`src/rtl/if_fetch_unit_pkg.sv`:
```
// if_fetch_unit_pkg: shared widths, reset PC, fetch-queue entry type and PC helper
package if_fetch_unit_pkg;
    localparam int BR_BUS_WD = 33;
    localparam int FS_TO_DS_BUS_WD = 64;
    localparam logic [31:0] RESET_PC_DEF = 32'h1c000000;

    typedef struct packed {
        logic [31:0] pc;
        logic [31:0] inst;
        logic        done;
        logic        cancel;
    } fq_entry_t;

    function automatic logic [31:0] next_pc(input logic [31:0] pc);
        return pc + 32'd4;
    endfunction
endpackage

```
`src/rtl/if_fetch_unit_if.sv`:
```
// if_fetch_unit_if: branch bus, decode handshake and instruction-SRAM bus of the fetch stage
interface if_fetch_unit_if;
    import if_fetch_unit_pkg::*;
    logic [BR_BUS_WD-1:0]       br_bus;
    logic                       ds_allowin;
    logic                       fs_to_ds_valid;
    logic [FS_TO_DS_BUS_WD-1:0] fs_to_ds_bus;
    logic                       inst_sram_req;
    logic [31:0]                inst_sram_addr;
    logic                       inst_sram_addr_ok;
    logic                       inst_sram_data_ok;
    logic [31:0]                inst_sram_rdata;

    modport master (
        input  br_bus, ds_allowin, inst_sram_addr_ok, inst_sram_data_ok, inst_sram_rdata,
        output fs_to_ds_valid, fs_to_ds_bus, inst_sram_req, inst_sram_addr
    );

    modport slave (
        output br_bus, ds_allowin, inst_sram_addr_ok, inst_sram_data_ok, inst_sram_rdata,
        input  fs_to_ds_valid, fs_to_ds_bus, inst_sram_req, inst_sram_addr
    );
endinterface

```
`src/rtl/if_fetch_queue.sv`:
```
// if_fetch_queue: in-order ring of outstanding/buffered fetches with alloc, fill and head pointers
module if_fetch_queue
    import if_fetch_unit_pkg::*;
#(
    parameter int DEPTH = 4
) (
    input  logic        clk,
    input  logic        reset,
    input  logic        push,
    input  logic [31:0] push_pc,
    input  logic        fill,
    input  logic [31:0] fill_inst,
    input  logic        pop,
    input  logic        cancel_all,
    output logic        full,
    output logic        has_undone,
    output logic        head_valid,
    output logic        head_done,
    output logic        head_cancel,
    output logic [31:0] head_pc,
    output logic [31:0] head_inst
);
    localparam int AW = $clog2(DEPTH);
    localparam int CW = AW + 1;

    if (DEPTH < 2 || (DEPTH & (DEPTH - 1)) != 0) begin : g_depth_chk
        $error("if_fetch_queue: DEPTH must be a power of 2 and >= 2");
    end

    logic [AW-1:0] alloc_ptr, fill_ptr, head_ptr;
    logic [CW-1:0] cnt, undone_cnt;
    fq_entry_t     ent [DEPTH];

    assign full        = cnt == CW'(DEPTH);
    assign has_undone  = undone_cnt != '0;
    assign head_valid  = cnt != '0;
    assign head_done   = ent[head_ptr].done;
    assign head_cancel = ent[head_ptr].cancel;
    assign head_pc     = ent[head_ptr].pc;
    assign head_inst   = ent[head_ptr].inst;

    // Allocate on accept, fill on return, retire at head; a redirect marks every slot cancelled and
    // the freshly allocated slot (never valid before) clears its own mark.
    always_ff @(posedge clk or posedge reset) begin
        if (reset) begin
            alloc_ptr  <= '0;
            fill_ptr   <= '0;
            head_ptr   <= '0;
            cnt        <= '0;
            undone_cnt <= '0;
            for (int i = 0; i < DEPTH; i++) ent[i] <= '0;
        end else begin
            if (cancel_all) for (int i = 0; i < DEPTH; i++) ent[i].cancel <= 1'b1;
            if (push) begin
                ent[alloc_ptr].pc     <= push_pc;
                ent[alloc_ptr].done   <= 1'b0;
                ent[alloc_ptr].cancel <= 1'b0;
                alloc_ptr             <= alloc_ptr + AW'(1);
            end
            if (fill) begin
                ent[fill_ptr].inst <= fill_inst;
                ent[fill_ptr].done <= 1'b1;
                fill_ptr           <= fill_ptr + AW'(1);
            end
            if (pop) head_ptr <= head_ptr + AW'(1);
            cnt        <= cnt + CW'(push) - CW'(pop);
            undone_cnt <= undone_cnt + CW'(push) - CW'(fill);
        end
    end
endmodule

```
`src/rtl/if_fetch_unit.sv`:
```
// if_fetch_unit: PC owner issuing in-order SRAM fetches and delivering {inst,pc} to decode
module if_fetch_unit
    import if_fetch_unit_pkg::*;
#(
    parameter int          DEPTH    = 4,
    parameter logic [31:0] RESET_PC = RESET_PC_DEF
) (
    input  logic             clk,
    input  logic             reset,
    if_fetch_unit_if.master  fs
);
    logic        started;
    logic [31:0] pc;
    logic        br_taken;
    logic [31:0] br_target;
    logic        full, has_undone, head_valid, head_done, head_cancel;
    logic [31:0] head_pc, head_inst;
    logic        accept, fill, pop;

    assign {br_taken, br_target} = fs.br_bus;
    assign fs.inst_sram_req      = started & ~full & ~br_taken;
    assign fs.inst_sram_addr     = pc;
    assign accept                = fs.inst_sram_req & fs.inst_sram_addr_ok;
    assign fill                  = fs.inst_sram_data_ok & has_undone;
    assign fs.fs_to_ds_valid     = head_valid & head_done & ~head_cancel & ~br_taken;
    assign fs.fs_to_ds_bus       = {head_inst, head_pc};
    assign pop                   = (fs.fs_to_ds_valid & fs.ds_allowin) | (head_valid & head_done & head_cancel);

    // PC advances on each accepted request; a redirect wins (and blocks req in that cycle).
    always_ff @(posedge clk or posedge reset) begin
        if (reset) begin
            started <= 1'b0;
            pc      <= RESET_PC;
        end else begin
            started <= 1'b1;
            pc      <= br_taken ? br_target : accept ? next_pc(pc) : pc;
        end
    end

    if_fetch_queue #(.DEPTH(DEPTH)) u_queue (
        .clk        (clk),
        .reset      (reset),
        .push       (accept),
        .push_pc    (pc),
        .fill       (fill),
        .fill_inst  (fs.inst_sram_rdata),
        .pop        (pop),
        .cancel_all (br_taken),
        .full       (full),
        .has_undone (has_undone),
        .head_valid (head_valid),
        .head_done  (head_done),
        .head_cancel(head_cancel),
        .head_pc    (head_pc),
        .head_inst  (head_inst)
    );

    stray_data_ok: assert property (@(posedge clk) disable iff (reset) fs.inst_sram_data_ok |-> has_undone)
        else $error("inst_sram_data_ok with no outstanding fetch");
endmodule

```
`src/flat_wrapper.sv`:
```
// flat-port wrapper written by rule: the top's interface ports become plain ports
module if_fetch_unit_flat import if_fetch_unit_pkg::*;
#(
    parameter int          DEPTH    = 4,
    parameter logic [31:0] RESET_PC = RESET_PC_DEF
)
  (clk, reset, fs_br_bus, fs_ds_allowin, fs_inst_sram_addr_ok, fs_inst_sram_data_ok, fs_inst_sram_rdata, fs_fs_to_ds_valid, fs_fs_to_ds_bus, fs_inst_sram_req, fs_inst_sram_addr);
  if_fetch_unit_if fs_i ();
  input  logic clk;
  input  logic reset;
  input wire logic [$bits(fs_i.br_bus)-1:0] fs_br_bus;
  input wire logic [$bits(fs_i.ds_allowin)-1:0] fs_ds_allowin;
  input wire logic [$bits(fs_i.inst_sram_addr_ok)-1:0] fs_inst_sram_addr_ok;
  input wire logic [$bits(fs_i.inst_sram_data_ok)-1:0] fs_inst_sram_data_ok;
  input wire logic [$bits(fs_i.inst_sram_rdata)-1:0] fs_inst_sram_rdata;
  output wire logic [$bits(fs_i.fs_to_ds_valid)-1:0] fs_fs_to_ds_valid;
  output wire logic [$bits(fs_i.fs_to_ds_bus)-1:0] fs_fs_to_ds_bus;
  output wire logic [$bits(fs_i.inst_sram_req)-1:0] fs_inst_sram_req;
  output wire logic [$bits(fs_i.inst_sram_addr)-1:0] fs_inst_sram_addr;
  assign fs_i.br_bus = fs_br_bus;
  assign fs_i.ds_allowin = fs_ds_allowin;
  assign fs_i.inst_sram_addr_ok = fs_inst_sram_addr_ok;
  assign fs_i.inst_sram_data_ok = fs_inst_sram_data_ok;
  assign fs_i.inst_sram_rdata = fs_inst_sram_rdata;
  assign fs_fs_to_ds_valid = fs_i.fs_to_ds_valid;
  assign fs_fs_to_ds_bus = fs_i.fs_to_ds_bus;
  assign fs_inst_sram_req = fs_i.inst_sram_req;
  assign fs_inst_sram_addr = fs_i.inst_sram_addr;
  if_fetch_unit #(.DEPTH(DEPTH), .RESET_PC(RESET_PC)) u_core (.clk(clk), .reset(reset), .fs(fs_i));
endmodule
```
`config.mk`:
```
export PLATFORM = sky130hd
export DESIGN_NAME = if_fetch_unit_flat
export DESIGN_NICKNAME = d
export VERILOG_FILES = /design/src/rtl/if_fetch_unit_pkg.sv /design/src/rtl/if_fetch_unit_if.sv /design/src/rtl/if_fetch_queue.sv /design/src/rtl/if_fetch_unit.sv /design/src/flat_wrapper.sv
export SDC_FILE = /design/constraint.sdc
export NUM_CORES = 1
export LEC_CHECK = 0
export ABC_AREA = 1
export CAP_MARGIN = 5
export CORE_ASPECT_RATIO = 1.1
export CORE_MARGIN = 8
export CORE_UTILIZATION = 35
export CTS_CLUSTER_SIZE = 30
export DETAILED_ROUTE_END_ITERATION = 12
export MAX_ROUTING_LAYER = met4
export PLACE_DENSITY_LB_ADDON = 0.2
export SLEW_MARGIN = 40
export SYNTH_ARGS = -nofsm -noshare
export SYNTH_HDL_FRONTEND = slang
export SYNTH_SLANG_ARGS = --single-unit
export TNS_END_PERCENT = 30
```
`constraint.sdc`:
```
create_clock -name clk -period 13.5 [get_ports clk]
set_clock_uncertainty 0.05 [all_clocks]
set_input_delay 4.05 -clock clk [delete_from_list [all_inputs] [get_ports clk]]
set_output_delay 4.05 -clock clk [all_outputs]
set_load 0.01 [all_outputs]
```
==> impl_metrics.csv <==
group,metric,value,unit
status,status,"complete, no violations",
sta,finalHoldWorstSlack,0.4249,ns
finish,syn2layout_area_growth,22.53,%
critical_path,critPathTopFamily,"buffers and inverters",
synth,synth-main-ff-cell,"dfrtp_1",
power_and_ir_drop,p_int,2640,uW
finish,nets,1900,
global_route,grt_pass1_vias,11600,
global_route,grt_max_degree,126,
sta,hold_viol_final,0,
critical_path,setup.worst_path.start_class,"input pin",
clock_tree,insertion_delay,0.53,ns
synth,synth_top_area_share,54.05,%
critical_path,worstPathArrival,5.54,ns
finish,layout-drive-gt1-share,5.815,%
finish,multi_input_area,0.005489,mm^2
critical_path,cp_max_fo,41,
die,dieArea,0.04718,mm^2
die,core.rowCount,77,
critical_path,critical_path.endpoint_type,"output port",
synth,synthCells,1704,
synth,synth_top_cells_by_count,"nand2_1, o21ai_0, dfrtp_1",
detailed_routing,wl_per_cell,17.20,um
power_and_ir_drop,p_seq_share,36.3,%
synth,synth.yosys.seq_area_share,54.61,%
hold_path,min_path_cells,2,
synth,synth_edf_count,0,
sta,slew_headroom,43.37,%
sta,worst_slew_pin_slew,0.8495,ns
sta,fin_ws,3.860,ns
synth,synth.distinct_cells,34,
sta,tns,0,ns
detailed_routing,routed_wirelength,40470,um
critical_path,worstPathCellList,"buf_2, inv_1, nand2_1, nor2_1, clkdlybuf4s50_1",
die,initial_core_util,35.35,%
synth,yosysTopAreaCell,"dfrtp_1",
critical_path,crit_required,9.40,ns
die,die_width,207.8,um
finish,post-route-util,43.31,%
synth,synth-seq-cells,309,
global_route,use_met1,22.72,%
sta,min_period,9.640,ns
clock_tree,cts-root-buf,"clkbuf_16",
placement,place_congestion,0.8274,
synth,yosysWarnings,0,
sta,setup_viol,0,
critical_path,cp_num_buf_inv,3,
power_and_ir_drop,ir_drop,0.09285,mV
placement,dpl.hpwl,24770,um
global_route,globalRouteTotalUtil,17.40,%
synth,syn-num-nets,1789,
placement,dp_slack,3.830,ns
synth,syn_area_per_cell,8.314,um^2
global_route,grt-ovfl-total,0,
power_and_ir_drop,combPwrFrac,39.8,%
synth,yosysMostFrequentCell,"nand2_1",
critical_path,timing.rr.end,"u_core.u_queue.cnt[2]",
detailed_routing,viasPerCell,5.057,
synth,yosys-top-cells-area,"dfrtp_1, o21ai_0, nand2_1",
synth,netlist_area,0.01417,mm^2
detailed_routing,drcViolationCount,0,
global_route,grt_pass1_wl,64710,um
clock_tree,postCtsHoldBufs,0,
job,cap_violations,0,
critical_path,startpoint,"fs_br_bus[32]",
critical_path,cp_slowest_cell,"buf_2",
placement,dp_cells,2289,
global_route,use_met2,27.72,%
detailed_routing,vias,11900,
finish,regArea,0.007741,mm^2
detailed_routing,drt.antenna.violating_nets,0,
sta,fin_crit_sh,71.41,%
clock_tree,cts_setup_buffers,0,
die,design.core.area,0.04008,mm^2
critical_path,critical_path.max_stage_delay,0.64,ns
clock_tree,clk_pin_slew,0.06,ns
sta,slew_viol_final,0,
critical_path,reg2reg_from,"u_core.u_queue.head_ptr[0]",
finish,final-instance-count-excl-fill,2353,
power_and_ir_drop,power_density,243.1,mW/mm^2
detailed_routing,drt_pass1_iterations,5,
placement,port_buffers,167,
clock_tree,cts-htree-levels,2,
sta,fmax,103.7,MHz
hold_path,hold-path-endpoint,"u_core.u_queue.ent[199]",
critical_path,rrSetupSlack,10.04,ns
clock_tree,clock-sinks,309,
power_and_ir_drop,p_leak,0.007912,uW
sta,rsz0062_at_grt,"no",
global_route,met3_usage,3.070,%
clock_tree,cts_tree,"built",
hold_path,holdCritPathClass,"reg -> reg",
clock_tree,cts_buffers,37,
global_route,antenna_found_initial,0,
die,top_level_ports,168,
critical_path,r2r.worst_path.cells,12,
global_route,grt_busiest_layer,"met2",
power_and_ir_drop,swShare,37.44,%
detailed_routing,drt_iter0_markers,835,
finish,fillers,4027,
clock_tree,cts.path.max_buffers,3,
hold_path,hold_start,"u_core.u_queue.ent[199]",
synth,async_flop_share,100.0,%
power_and_ir_drop,clkPwrFrac,23.9,%
finish,antenna_cells,0,
critical_path,path_class,"in -> out",
clock_tree,cts-resized-gates,0,
power_and_ir_drop,power_switching,1580,uW
die,fp.dieH,227.0,um
cells by family after synthesis:
kind of cell | after synthesis | synth area share (%)
xor+xnor | 9 | 0.5564
compound gates | 492 | 18.40
fa+ha+maj | 15 | 1.431
simple gates | 657 | 18.19
other cells | 1 | 0.02647
buf+inv | 221 | 6.791
flops | 309 | 54.61
layer usage:
metal | share of wire (%) | vias up
li1 | - | 5809
met1 | 48 | 5710
met2 | 45 | 318
met3 | 5.1 | 63
met4 | 2.3 | 0
met5 | 0 | -
final cells by class:
type | instances | share of cell area (%)
inverters | 112 | 2.508
multi-input cells | 1174 | 31.62
well taps | 513 | 3.698
clock buffers | 49 | 6.119
repair buffers | 181 | 10.44
clock inverters | 15 | 1.023
flip-flops and latches | 309 | 44.59
power by group through the flow:
stage | clock (uW) | combinational (uW) | sequential [uW]
final | 1010 | 1680 | 1530
after global routing | 1070 | 1880 | 1580
after CTS | 1040 | 1710 | 1530
after detailed placement | 0 | 1700 | 1540
after global placement | 0 | 1680 | 1530
after floorplan | 0 | 1010 | 1470
worst min-delay path: cells and delay by family (launching register included):
family        cells  cell delay (ns)
simple gates      2             0.11
flops             1             0.33
stage by stage:
step                area, um^2  total power (uW)
floorplan                14170              2484
global placement         16080              3207
detailed placement       16120              3244
CTS                      17360              4277
global route             17360              4537
finish                   17360              4220
sequential cells by signal, indices dropped and copies added (netlist names):
name,flops
u_core.started,1
u_core.u_queue.head_ptr,2
u_core.u_queue.cnt,3
u_core.fs.inst_sram_addr,32
u_core.u_queue.ent,264
u_core.u_queue.alloc_ptr,2
u_core.u_queue.undone_cnt,3
u_core.u_queue.fill_ptr,2
how the worst max path moves through the flow:
stage	end	slack, ns	cells after the start
after floorplan	u_core.fs.inst_sram_addr[0]	0.86	1
after global placement	fs_fs_to_ds_valid	3.92	5
after detailed placement	fs_fs_to_ds_valid	3.83	5
after CTS	fs_fs_to_ds_valid	3.82	5
after global routing	fs_fs_to_ds_valid	3.76	5
final	fs_fs_to_ds_valid	3.86	5
cell usage in the layout, fill, tap and decap left out, drive strengths merged, types with 5 or more instances in the layout:
cell type      instances
buf                   15
o21ai                415
xor2                   7
nor2                 174
o22ai                 64
clkinv                 6
clkinvlp               5
clkbuf                49
clkdlybuf4s50        166
ha                    13
o211ai                 7
nand3                 54
dfrtp                306
nand2                422
inv                  113
(Power assumes the default switching activity.)
